**src/rtl/gate_seq_pkg.sv**
```systemverilog
// rtl/gate_seq_pkg.sv - shared types and widths for the gate op sequencer
package gate_seq_pkg;

  typedef enum logic [1:0] {
    IDLE  = 2'd0,
    DRIVE = 2'd1,
    RESP  = 2'd2
  } seq_state_t;

  localparam logic [1:0] OP_00 = 2'b00;
  localparam logic [1:0] OP_01 = 2'b01;
  localparam logic [1:0] OP_10 = 2'b10;
  localparam logic [1:0] OP_11 = 2'b11;

  localparam int OP_W  = 2;
  localparam int A_W   = 4;
  localparam int B_W   = 2;
  localparam int Y_W   = 4;
  localparam int CMD_W = OP_W + A_W + B_W;

  function automatic logic [CMD_W-1:0] pack_cmd(
    input logic [OP_W-1:0] op,
    input logic [A_W-1:0]  a,
    input logic [B_W-1:0]  b
  );
    return {op, a, b};
  endfunction

endpackage

```
**src/rtl/gate_seq_fifo.sv**
```systemverilog
// rtl/gate_seq_fifo.sv - command FIFO with wrap-bit pointers and show-ahead read
module gate_seq_fifo #(
  parameter int DEPTH = 4,
  parameter int WIDTH = 8
) (
  input  logic             clk,
  input  logic             rst_n,
  input  logic             push,
  input  logic [WIDTH-1:0] wdata,
  input  logic             pop,
  output logic [WIDTH-1:0] rdata,
  output logic             full,
  output logic             empty
);

  localparam int AW = $clog2(DEPTH);

  logic [WIDTH-1:0] mem [DEPTH];
  logic [AW:0]      wr_ptr;
  logic [AW:0]      rd_ptr;
  logic             do_push;
  logic             do_pop;

  // Same index with differing wrap bits means the writer lapped the reader.
  assign full    = (wr_ptr[AW] != rd_ptr[AW]) && (wr_ptr[AW-1:0] == rd_ptr[AW-1:0]);
  assign empty   = (wr_ptr == rd_ptr);
  assign do_push = push && !full;
  assign do_pop  = pop && !empty;
  assign rdata   = mem[rd_ptr[AW-1:0]];

  always_ff @(posedge clk) begin
    if (!rst_n) begin
      wr_ptr <= '0;
      rd_ptr <= '0;
    end else begin
      if (do_push) wr_ptr <= wr_ptr + 1'b1;
      if (do_pop)  rd_ptr <= rd_ptr + 1'b1;
    end
  end

  always_ff @(posedge clk) begin
    if (do_push) mem[wr_ptr[AW-1:0]] <= wdata;
  end

endmodule

```
**src/rtl/gate_op_sequencer.sv**
```systemverilog
// rtl/gate_op_sequencer.sv - queues gate ops, drives the controller, returns Y (GATE_SEQ_STATS_EN adds op_count)
module gate_op_sequencer
  import gate_seq_pkg::*;
#(
  parameter int FIFO_DEPTH    = 4,
  parameter int SETTLE_CYCLES = 1
) (
  input  logic            clk,
  input  logic            rst_n,
  input  logic            cmd_valid,
  output logic            cmd_ready,
  input  logic [OP_W-1:0] cmd_op,
  input  logic [A_W-1:0]  cmd_a,
  input  logic [B_W-1:0]  cmd_b,
  output logic            ctl_i,
  output logic            ctl_s1,
  output logic            ctl_s0,
  output logic [A_W-1:0]  ctl_a,
  output logic [B_W-1:0]  ctl_b,
  input  logic [Y_W-1:0]  ctl_y,
  output logic            rsp_valid,
  input  logic            rsp_ready,
  output logic [Y_W-1:0]  rsp_y,
  output logic [OP_W-1:0] rsp_op,
  output logic            busy
`ifdef GATE_SEQ_STATS_EN
  ,
  output logic [15:0]     op_count
`endif
);

  seq_state_t       state;
  logic [3:0]       settle_cnt;
  logic             fifo_full;
  logic             fifo_empty;
  logic             fifo_push;
  logic             fifo_pop;
  logic [CMD_W-1:0] fifo_rdata;

  assign cmd_ready = rst_n && !fifo_full;
  assign fifo_push = cmd_valid && cmd_ready;
  assign fifo_pop  = (state == IDLE) && !fifo_empty;
  assign busy      = (state != IDLE) || !fifo_empty;

  gate_seq_fifo #(
    .DEPTH (FIFO_DEPTH),
    .WIDTH (CMD_W)
  ) u_fifo (
    .clk   (clk),
    .rst_n (rst_n),
    .push  (fifo_push),
    .wdata (pack_cmd(cmd_op, cmd_a, cmd_b)),
    .pop   (fifo_pop),
    .rdata (fifo_rdata),
    .full  (fifo_full),
    .empty (fifo_empty)
  );

  always_ff @(posedge clk) begin
    if (!rst_n) begin
      state      <= IDLE;
      settle_cnt <= '0;
      ctl_i      <= 1'b0;
      ctl_s1     <= 1'b0;
      ctl_s0     <= 1'b0;
      ctl_a      <= '0;
      ctl_b      <= '0;
      rsp_valid  <= 1'b0;
      rsp_y      <= '0;
      rsp_op     <= '0;
    end else begin
      case (state)
        IDLE: begin
          if (!fifo_empty) begin
            ctl_s1     <= fifo_rdata[CMD_W-1];
            ctl_s0     <= fifo_rdata[CMD_W-2];
            ctl_a      <= fifo_rdata[B_W +: A_W];
            ctl_b      <= fifo_rdata[B_W-1:0];
            ctl_i      <= 1'b1;
            settle_cnt <= 4'(SETTLE_CYCLES);
            state      <= DRIVE;
          end
        end
        DRIVE: begin
          // Sample Y on the edge that closes the last settle cycle.
          if (settle_cnt == 4'd1) begin
            rsp_y     <= ctl_y;
            rsp_op    <= {ctl_s1, ctl_s0};
            rsp_valid <= 1'b1;
            ctl_i     <= 1'b0;
            state     <= RESP;
          end else begin
            settle_cnt <= settle_cnt - 4'd1;
          end
        end
        RESP: begin
          if (rsp_ready) begin
            rsp_valid <= 1'b0;
            state     <= IDLE;
          end
        end
        default: begin
          ctl_i     <= 1'b0;
          rsp_valid <= 1'b0;
          state     <= IDLE;
        end
      endcase
    end
  end

`ifdef GATE_SEQ_STATS_EN
  always_ff @(posedge clk) begin
    if (!rst_n) begin
      op_count <= '0;
    end else if (rsp_valid && rsp_ready) begin
      op_count <= op_count + 16'd1;
    end
  end
`endif

endmodule

```
**config.mk**
```make
export PLATFORM = sky130hd
export DESIGN_NAME = gate_op_sequencer
export DESIGN_NICKNAME = d
export VERILOG_FILES = /design/src/rtl/gate_seq_pkg.sv /design/src/rtl/gate_seq_fifo.sv /design/src/rtl/gate_op_sequencer.sv
export SDC_FILE = /design/constraint.sdc
export NUM_CORES = 1
export LEC_CHECK = 0
export ABC_AREA = 0
export BUFFER_PORTS_ARGS = -buffer_cell sky130_fd_sc_hd__buf_2
export CAP_MARGIN = 15
export CORE_MARGIN = 2
export CORE_UTILIZATION = 23
export DETAILED_ROUTE_END_ITERATION = 10
export PLACE_DENSITY = 0.42
export SKIP_LAST_GASP = 1
export SLEW_MARGIN = 15
export SYNTH_ARGS = -nofsm -noshare
export SYNTH_HDL_FRONTEND = slang
export SYNTH_SLANG_ARGS = --single-unit
```
**constraint.sdc**
```tcl
create_clock -name clk -period 1.8 [get_ports clk]
set_clock_uncertainty 0.15 [all_clocks]
set_input_delay 0.09 -clock clk [delete_from_list [all_inputs] [get_ports clk]]
set_output_delay 0.09 -clock clk [all_outputs]
set_load 0.01 [all_outputs]
```
* Word level (Yosys, flattened, before mapping)
Memories as Yosys holds them, arrays and structs flattened. A register that Yosys moved wholly into a read port is not among the register bits. Index checks and enable logic that the tools add are counted.
Operators by class: add/subtract/negate cells 3, equal/unequal tests 10, muxes and demuxes 15, bitwise logic cells 3, reduce and logical (&&, ||, !) cells 19
Operator list (number):
- AND reduction 3 bit | 4
- two-way mux 4 bit | 2
- != test 2 bit, second input constant | 4
- case mux 4 bit (2 select lines) | 1
- adder 3 x 1 -> 3 bit, second input constant | 2
- logical AND 1 bit | 6
- two-way mux 1 bit | 6
- two-way mux 2 bit | 3
- case mux 1 bit (3 select lines) | 2
- case mux 2 bit (3 select lines) | 1
- equality test 4 x 1 -> 1 bit, second input constant | 1
- AND reduction 2 bit | 2
- nonzero test 2 bit | 2
- subtractor 4 x 1 -> 4 bit, second input constant | 1
- equality test 3 bit | 1
- zero test 1 bit | 3
- inverter 1 bit | 3
- equality test 2 x 1 -> 1 bit, second input constant | 1
- equality test 2 bit | 1
- equality test 2 bit, second input constant | 1
- zero test 2 bit | 1
- logical OR 1 bit | 1
- != test 1 bit | 1
Word-level totals: bits in registers 20, memory bits (writable) 32, input bits 16, output and inout port bits 18, logic and storage cells 59, memories kept 1
Memories:
- u_fifo.mem | words 4, bits a word 8, read ports 1, clocked after memory_dff 1, write ports 1, line gate_seq_fifo.sv:18 | logic [WIDTH-1:0] mem [DEPTH];

* Longest topological paths before layout
Gate-level depths: netlist of run 1.
depth after elaboration 8, gate-level depth with buffers 7, depth with buffers taken out 6

* By module
Synthesis of run 1 repeated with hierarchy kept, for this count alone.
Unflattened totals: cells, all modules 220, area total of the unflattened synthesis 2620.0 sq um
Modules (own cells, without submodules):
- gate_seq_fifo | instances 1, cells an instance 110, area each 1724.2 sq um
- gate_op_sequencer | instances 1, cells an instance 110, area each 895.9 sq um

* Worst setup path after synthesis of run 1
OpenSTA, ideal clock, no wires.
path type flip-flop to flip-flop, from register u_fifo.rd_ptr[0], to memory u_fifo.mem[0][0] (enable), library setup time 0.332 ns, arrival time 1.333 ns, required time 1.318 ns, slack -0.015 ns, cell stages (with the launch flop) 5, buffers on the path 1, clock period less this slack 1.815 ns, path through dfxtp_1 buf_6 xnor2_2 a31oi_2 and3_1
Between the ends: longest elaborated chain between the ends 8
Ends and longest elaborated chain:
- start, declared | line gate_seq_fifo.sv:20 | logic [AW:0] rd_ptr;
- start signal, assigned | line gate_seq_fifo.sv:37 | if (do_pop) rd_ptr <= rd_ptr + 1'b1;
- equality test 2 bit (*) | line gate_seq_fifo.sv:25 | assign full = (wr_ptr[AW] != rd_ptr[AW]) && (wr_ptr[AW-1:0] == rd_ptr[AW-1:0]);
- logical AND 1 bit (*) | line gate_seq_fifo.sv:25
- zero test 1 bit (*) | line gate_seq_fifo.sv:27, gate_op_sequencer.sv:40
- logical AND 1 bit | line gate_op_sequencer.sv:40 | assign cmd_ready = rst_n && !fifo_full;
- logical AND 1 bit | line gate_op_sequencer.sv:41 | assign fifo_push = cmd_valid && cmd_ready;
- logical AND 1 bit (*) | line gate_seq_fifo.sv:27 | assign do_push = push && !full;
- two-way mux 1 bit (*) | line gate_seq_fifo.sv:42 | if (do_push) mem[wr_ptr[AW-1:0]] <= wdata;
- two-way mux 1 bit (not written as such) (*) | line gate_seq_fifo.sv:42
- end, declared | line gate_seq_fifo.sv:18
Mark *: on every way between the ends. The rest lies on a longest branch, timed or not.

* Final worst setup path of run 1
from register u_fifo.rd_ptr[0], to memory u_fifo.mem[0][5] (enable)
Same word-level chain as after synthesis.

==> results of run 1 <==
## path summary, 6_finish.rpt
path / from / end / slack, ns
min reg2reg: ctl_b[0] / ctl_b[0] / 0.30
min: cmd_valid / u_fifo.wr_ptr[1] / 0.17
max: u_fifo.rd_ptr[0] / u_fifo.mem[0][5] / 0.04
max reg2reg: u_fifo.rd_ptr[0] / u_fifo.mem[0][5] / 0.04
## power by group
| group | internal, mW | switching [mW] |
|---|---|---|
| combinational | 0.689 | 0.736 |
| clock | 0.490 | 0.543 |
| sequential | 1.64 | 0.139 |
| total | 2.82 | 1.42 |
## flip-flops by register name (all words and copies together), names as in the netlist
| name | count |
|---|---|
| u_fifo.mem | 32 |
| rsp_op | 2 |
| ctl_i | 1 |
| u_fifo.wr_ptr | 3 |
| settle_cnt | 4 |
| ctl_s0 | 1 |
| ctl_b | 2 |
| ctl_a | 4 |
| rsp_y | 4 |
| ctl_s1 | 1 |
| rsp_valid | 1 |
| u_fifo.rd_ptr | 3 |
| state | 2 |
## cell families after synthesis
logic type	after synthesis	share of synthesized area
flops	60	0.607
simple gates	57	0.114
compound gates	38	0.100
buf+inv	18	0.0365
mux	8	0.0794
fa+ha+maj	7	0.0350
xor+xnor	6	0.0270
## stage by stage
stage,hold WS [ns],util,instances,total power [mW]
floorplan,0.0389,-,194,2.72
global placement,0.166,0.268,367,3.13
detailed placement,0.172,0.268,367,3.14
CTS,0.150,0.300,400,4.25
global route,0.182,0.303,404,4.56
finish,0.168,0.303,404,4.24
## layout make-up
cell class                      instances  area share
Sequential cell                        60       0.468
Multi-Input combinational cell        116       0.280
Timing Repair Buffer                   65       0.139
Tap cell                              140      0.0538
Clock buffer                            9      0.0380
Clock inverter                          7      0.0134
Inverter                                7     0.00806
## per-layer routing
metal  global-route usage  vias to the layer above  part of all wire
met3               0.0362                        7             0.049
met2                0.133                       40              0.41
met1                0.139                      760              0.53
met5                    0                        -                 0
met4               0.0522                        0             0.017
li1                     -                      848                 -
## synthesized netlist by cell type, drive strengths merged
library cell | count | area share
edfxtp | 32 | 0.38
dfxtp | 28 | 0.22
nand2 | 18 | 0.027
nand3 | 17 | 0.034
a21oi | 15 | 0.031
o21ai | 13 | 0.026
mux4 | 8 | 0.079
ha | 7 | 0.035
inv | 7 | 0.010
clkbuf | 6 | 0.0090
and3 | 5 | 0.012
buf | 5 | 0.017
nor2 | 5 | 0.0075
xnor2 | 5 | 0.023
or3 | 3 | 0.0075
a21bo | 2 | 0.0080
a31oi | 2 | 0.0075
nand3b | 2 | 0.0075
nor3b | 2 | 0.0060
o211a | 2 | 0.0080
o31ai | 2 | 0.0060
a311oi | 1 | 0.010
nand2b | 1 | 0.0025
nor2b | 1 | 0.0025
nor3 | 1 | 0.0020
nor4 | 1 | 0.0025
o21a | 1 | 0.0030
or4 | 1 | 0.0030
xor2 | 1 | 0.0035
## worst max-delay path, stage by stage (launching register included)
cell and delay, ns:
dfxtp_1 0.34, xnor2_2 0.15, buf_4 0.15, a31oi_2 0.30, and3_2 0.36
## timing repair
action	in CTS	in global routing
hold buffers	14	0
pin swaps	4	1
setup buffers	3	4
resized for setup	3	2
setup endpoints to repair	1	34
hold endpoints to repair	40	0
==> metrics.txt, run 1 <==
fin crit share 0.977; GRT Residual Overflow 0; CTS HTree Levels 3; clock buffer count from CTS 9; Initial DRT Pass Iterations 4; Leakage 1.23 nW; Inserted Diodes 0; vias per cell approximately 4.1; Arr. time, crit path between 1.5 and 2 ns; gp weighted congestion approximately 0.66; Worst-Margin Slew between 0.3 and 0.4 ns; Worst-Skew Late Latency 0.34 ns; Synth Warn # 0; area occupied by multi-input gates roughly 910 sq um; setup TNS 0 ns; Die Ht about 110 microns; CP Launch Type flip-flop; core area 0.0107 sq mm; Max-cap violations 0; clk buf depth 2; fillers roughly 1100; status finished clean; Syn-to-layout area delta 30.1%; peak supply drop around 0.4 mV; clock root buffer clkbuf_8; final net count between 200 and 300; CTS sink cnt 60; f_max around 570 MHz; critical path fanouts, max 8; initial core utilization 0.233; FP Rows 38; DRT antenna net count 0; Post-Layout Inst Area between 0.003 and 0.004 sq mm; vias in the first global route around 1600; CTS tree done; drt initial violations 68; DIE AREA about 0.012 sq mm; placed instance area 0.00288 sq mm; io pins 34; RSZ-0062 raised after global routing true; Power per Cell Area around 1300 mW/mm^2; # DRC 0; Setup WS post-layout between 0.04 and 0.05 ns; final setup vio count 0; crit end category flip-flop; first-pass GRT wire length roughly 8600 microns; synthesis-stage register bit count 60; IO Port Bufs 33; Hold Vio Cnt, Final 0; antenna violations before repair 0; Slew headroom 0.778; DP Worst Slack between 0.1 and 0.15 ns; GRT Total Usage 0.0997; critical path required time about 1.7 ns; max-slew violations 0; CTS clk-pin slew, worst paths ~0.07 ns; Synth Instances 194; WL/cell approximately 13 microns; DP HPWL around 3600 microns; Worst Path Class, Setup reg2reg; Detailed Route WL between 5000 and 6000 microns; Register Area 0.00152 sq mm; Netlist cell types 37; Vias between 1500 and 2000; Hold Path Class in2reg; die width about 110 microns; Seq/Total Area, Yosys 0.607; Mapped Area between 0.002 and 0.003 sq mm; Net Count, Synth between 200 and 250; syn avg cell area between 10 and 15 sq um; R2R cell count 4; largest net degree at the start of global routing 23; ratio of cells with drive above 1 in the final layout 0.318; Tmin final 1.76 ns; hold depth 6; commonest non-fill, non-tap cell in the layout buf_2; most frequent cells in the layout buf_2 (33), edfxtp_1 (32), dfxtp_1 (26)
Note: power is estimated with default switching activity, not from simulation.
==> run 2, diff against run 1 <==
Settings changed: CORE_MARGIN 2 to default, SYNTH_HIERARCHICAL from default to 1.
==> metrics.txt, run 2 <==
antenna violations before repair 0; Hold Path Class in2reg; DRT met1 WL slightly above 3000 microns; Mapped Area around 0.0026 sq mm; Crit path largest cell delay 0.41 ns; met2 routed WL between 2000 and 3000 microns; GRT Total Usage 0.112; clock buffer count from CTS 9; # DRC 0; Power per Cell Area 1350 mW/mm^2; Worst-Margin Slew between 0.4 and 0.5 ns; Synth Warn # 6; most frequent cells in the layout buf_2 (32), edfxtp_1 (32), buf_4 (27); top cells by count, synth edfxtp_1 (32), dfxtp_1 (30), nand2_1 (25); synthesis-stage register bit count between 60 and 70; R2R cell count 7; clk buf depth 2; DP HPWL about 4400 microns; die width 109 microns; Seq/Total Area, Yosys 0.596; Largest register FFs 32; critical path required time approximately 1.9 ns; Hold Vio Cnt, Final 0; internal power 3.48 mW; cell-by-cell listing of the critical path xnor2_2, nor3_2, nor2_2, and2_4, nand2_4, or4_4, a31oi_1; setup TNS -2.19 ns; final std cells w/o fill approximately 440; final setup vio count 31; delay-heaviest family, CP simple AND/OR/NAND/NOR gates; Worst-Skew Late Latency approximately 0.32 ns; ratio of cells with drive above 1 in the final layout 0.375; share of power burned in registers 0.359; final net count around 320; Post-Layout Inst Area 0.00373 sq mm; largest net degree at the start of global routing 19; CTS tree done; placed instance area between 0.003 and 0.004 sq mm; clock root buffer clkbuf_16; CTS HTree Levels 3; Vias 1926; Netlist cell types 38; syn avg cell area 11.9 sq um; Leakage 1.40 nW; Initial DRT Pass Iterations 4; IO Port Bufs 33; vias per cell 4.37; initial core utilization 0.239; Comb pwr share 0.313; max-slew violations 0; Clock Power Share 0.328; WP buf/inv 0; failing checks setup timing; RSZ-0062 raised after global routing true; hold slack approximately 0.052 ns; DIE AREA roughly 0.012 sq mm; Synth Instances 220; Top Layer Used met4; most common cell in the netlist edfxtp_1; Arr. time, crit path 1.98 ns; WL/cell between 10 and 15 microns; ys async rst share 0; critical path fanouts, max 4; DP Worst Slack -0.120 ns; Detailed Route WL just over 6000 microns; Crit path depth 7; Synth area leaders edfxtp_1 (37%), dfxtp_1 (23%), mux4_2 (6.9%), a21oi_1 (4.4%), nand2_1 (3.6%); Die Ht 109 microns; crit end category flip-flop; Setup WS post-layout -0.0890 ns; vias in the first global route about 1900; Synth Flop Type edfxtp_1; area leader, netlist edfxtp_1; Crit-path slowest cell or4_4; Net Count, Synth 243; core area approximately 0.011 sq mm; fin crit share 1.05; post-synth top area share 0.367; status complete, but fails checks; io pins 34; FP Rows 38; Tmin final roughly 1.9 ns; peak supply drop between 0.7 and 0.8 mV; reg2reg start u_fifo/wr_ptr[2]; EDFF count, synth 32; Syn-to-layout area delta 42.5%; CP startpoint u_fifo/wr_ptr[2]; metal3 WL ~240 microns; Switch Pwr between 1.5 and 2 mW; Inserted Diodes 0; CTS sink cnt a little over 60; f_max ~530 MHz; drt initial violations between 100 and 150; Worst Path Class, Setup reg2reg; Slew headroom 0.720; first-pass GRT wire length roughly 10000 microns; CP Launch Type flip-flop; Sw Share 0.312; GRT Residual Overflow 0; worst reg2reg path endpoint u_fifo/wr_ptr[2]; CTS clk-pin slew, worst paths about 0.05 ns; gp weighted congestion about 0.76; DP Cell Count between 400 and 500; Max-cap violations 0; R2R setup slack -0.09 ns; DRT antenna net count 0; Setup crit end u_fifo/wr_ptr[2]
run 2: how the worst min path moves through the flow:
stage | startpoint | endpoint | slack [ns] | depth (start not counted)
global route | rst_n | u_fifo/rd_ptr[2] | 0.06 | 3
floorplan | cmd_b[0] | u_fifo/mem[0][0] | 0.04 | 0
CTS | rst_n | u_fifo/rd_ptr[2] | 0.04 | 3
detailed placement | cmd_b[1] | u_fifo/mem[2][1] | 0.17 | 1
global placement | cmd_a[3] | u_fifo/mem[3][5] | 0.18 | 1
finish | rst_n | u_fifo/rd_ptr[2] | 0.05 | 3
run 2: cells by family after synthesis:
group / synth area share
simple gates: 0.125
flops: 0.596
compound gates: 0.116
buf+inv: 0.0411
mux: 0.0688
fa+ha+maj: 0.0334
xor+xnor: 0.0201
run 2: per-layer routing:
layer  vias up  GRT usage
met4         0     0.0434
li1        963          -
met5         -          0
met3         8     0.0347
met2        35      0.170
met1       920      0.148
run 2: what timing repair did:
| action | in CTS | in global routing |
|---|---|---|
| endpoints found under the setup margin | 39 | 50 |
| gates cloned | 0 | 0 |
| gates resized for setup | 7 | 13 |
| hold endpoints to repair | 38 | 0 |
| pin swaps | 9 | 6 |
| hold buffers | 13 | 0 |
| buffers inserted | 3 | 2 |
run 2: per-stage QoR:
step,utilization,total power [mW]
final,0.340,5.05
after global routing,0.340,5.37
after CTS,0.335,5.07
after detailed placement,0.294,3.36
after global placement,0.294,3.36
after floorplan,-,2.80
run 2: cell type report:
class / count / area (sq um)
Timing Repair Buffer: 75 / 539
Clock inverter: 6 / 61.3
Multi-Input combinational cell: 138 / 1100
Tap cell: 140 / 175
Sequential cell: 62 / 1580
Inverter: 10 / 45.0
Fill cell: 1107 / 7250
Clock buffer: 10 / 229
run 2: power by group through the flow:
stage	registers [mW]	logic, mW	clock network (mW)
after global placement	1.84	1.53	0
final	1.82	1.58	1.66
after detailed placement	1.84	1.52	0
after floorplan	1.86	0.940	0
after global routing	1.84	1.77	1.76
after CTS	1.82	1.55	1.70
run 2: worst min-delay path, delay by kind of cell:
kind / cells / cell delay (ns)
AOI/OAI and AO/OA: 1 / 0.11
buffers and inverters: 2 / 0.28
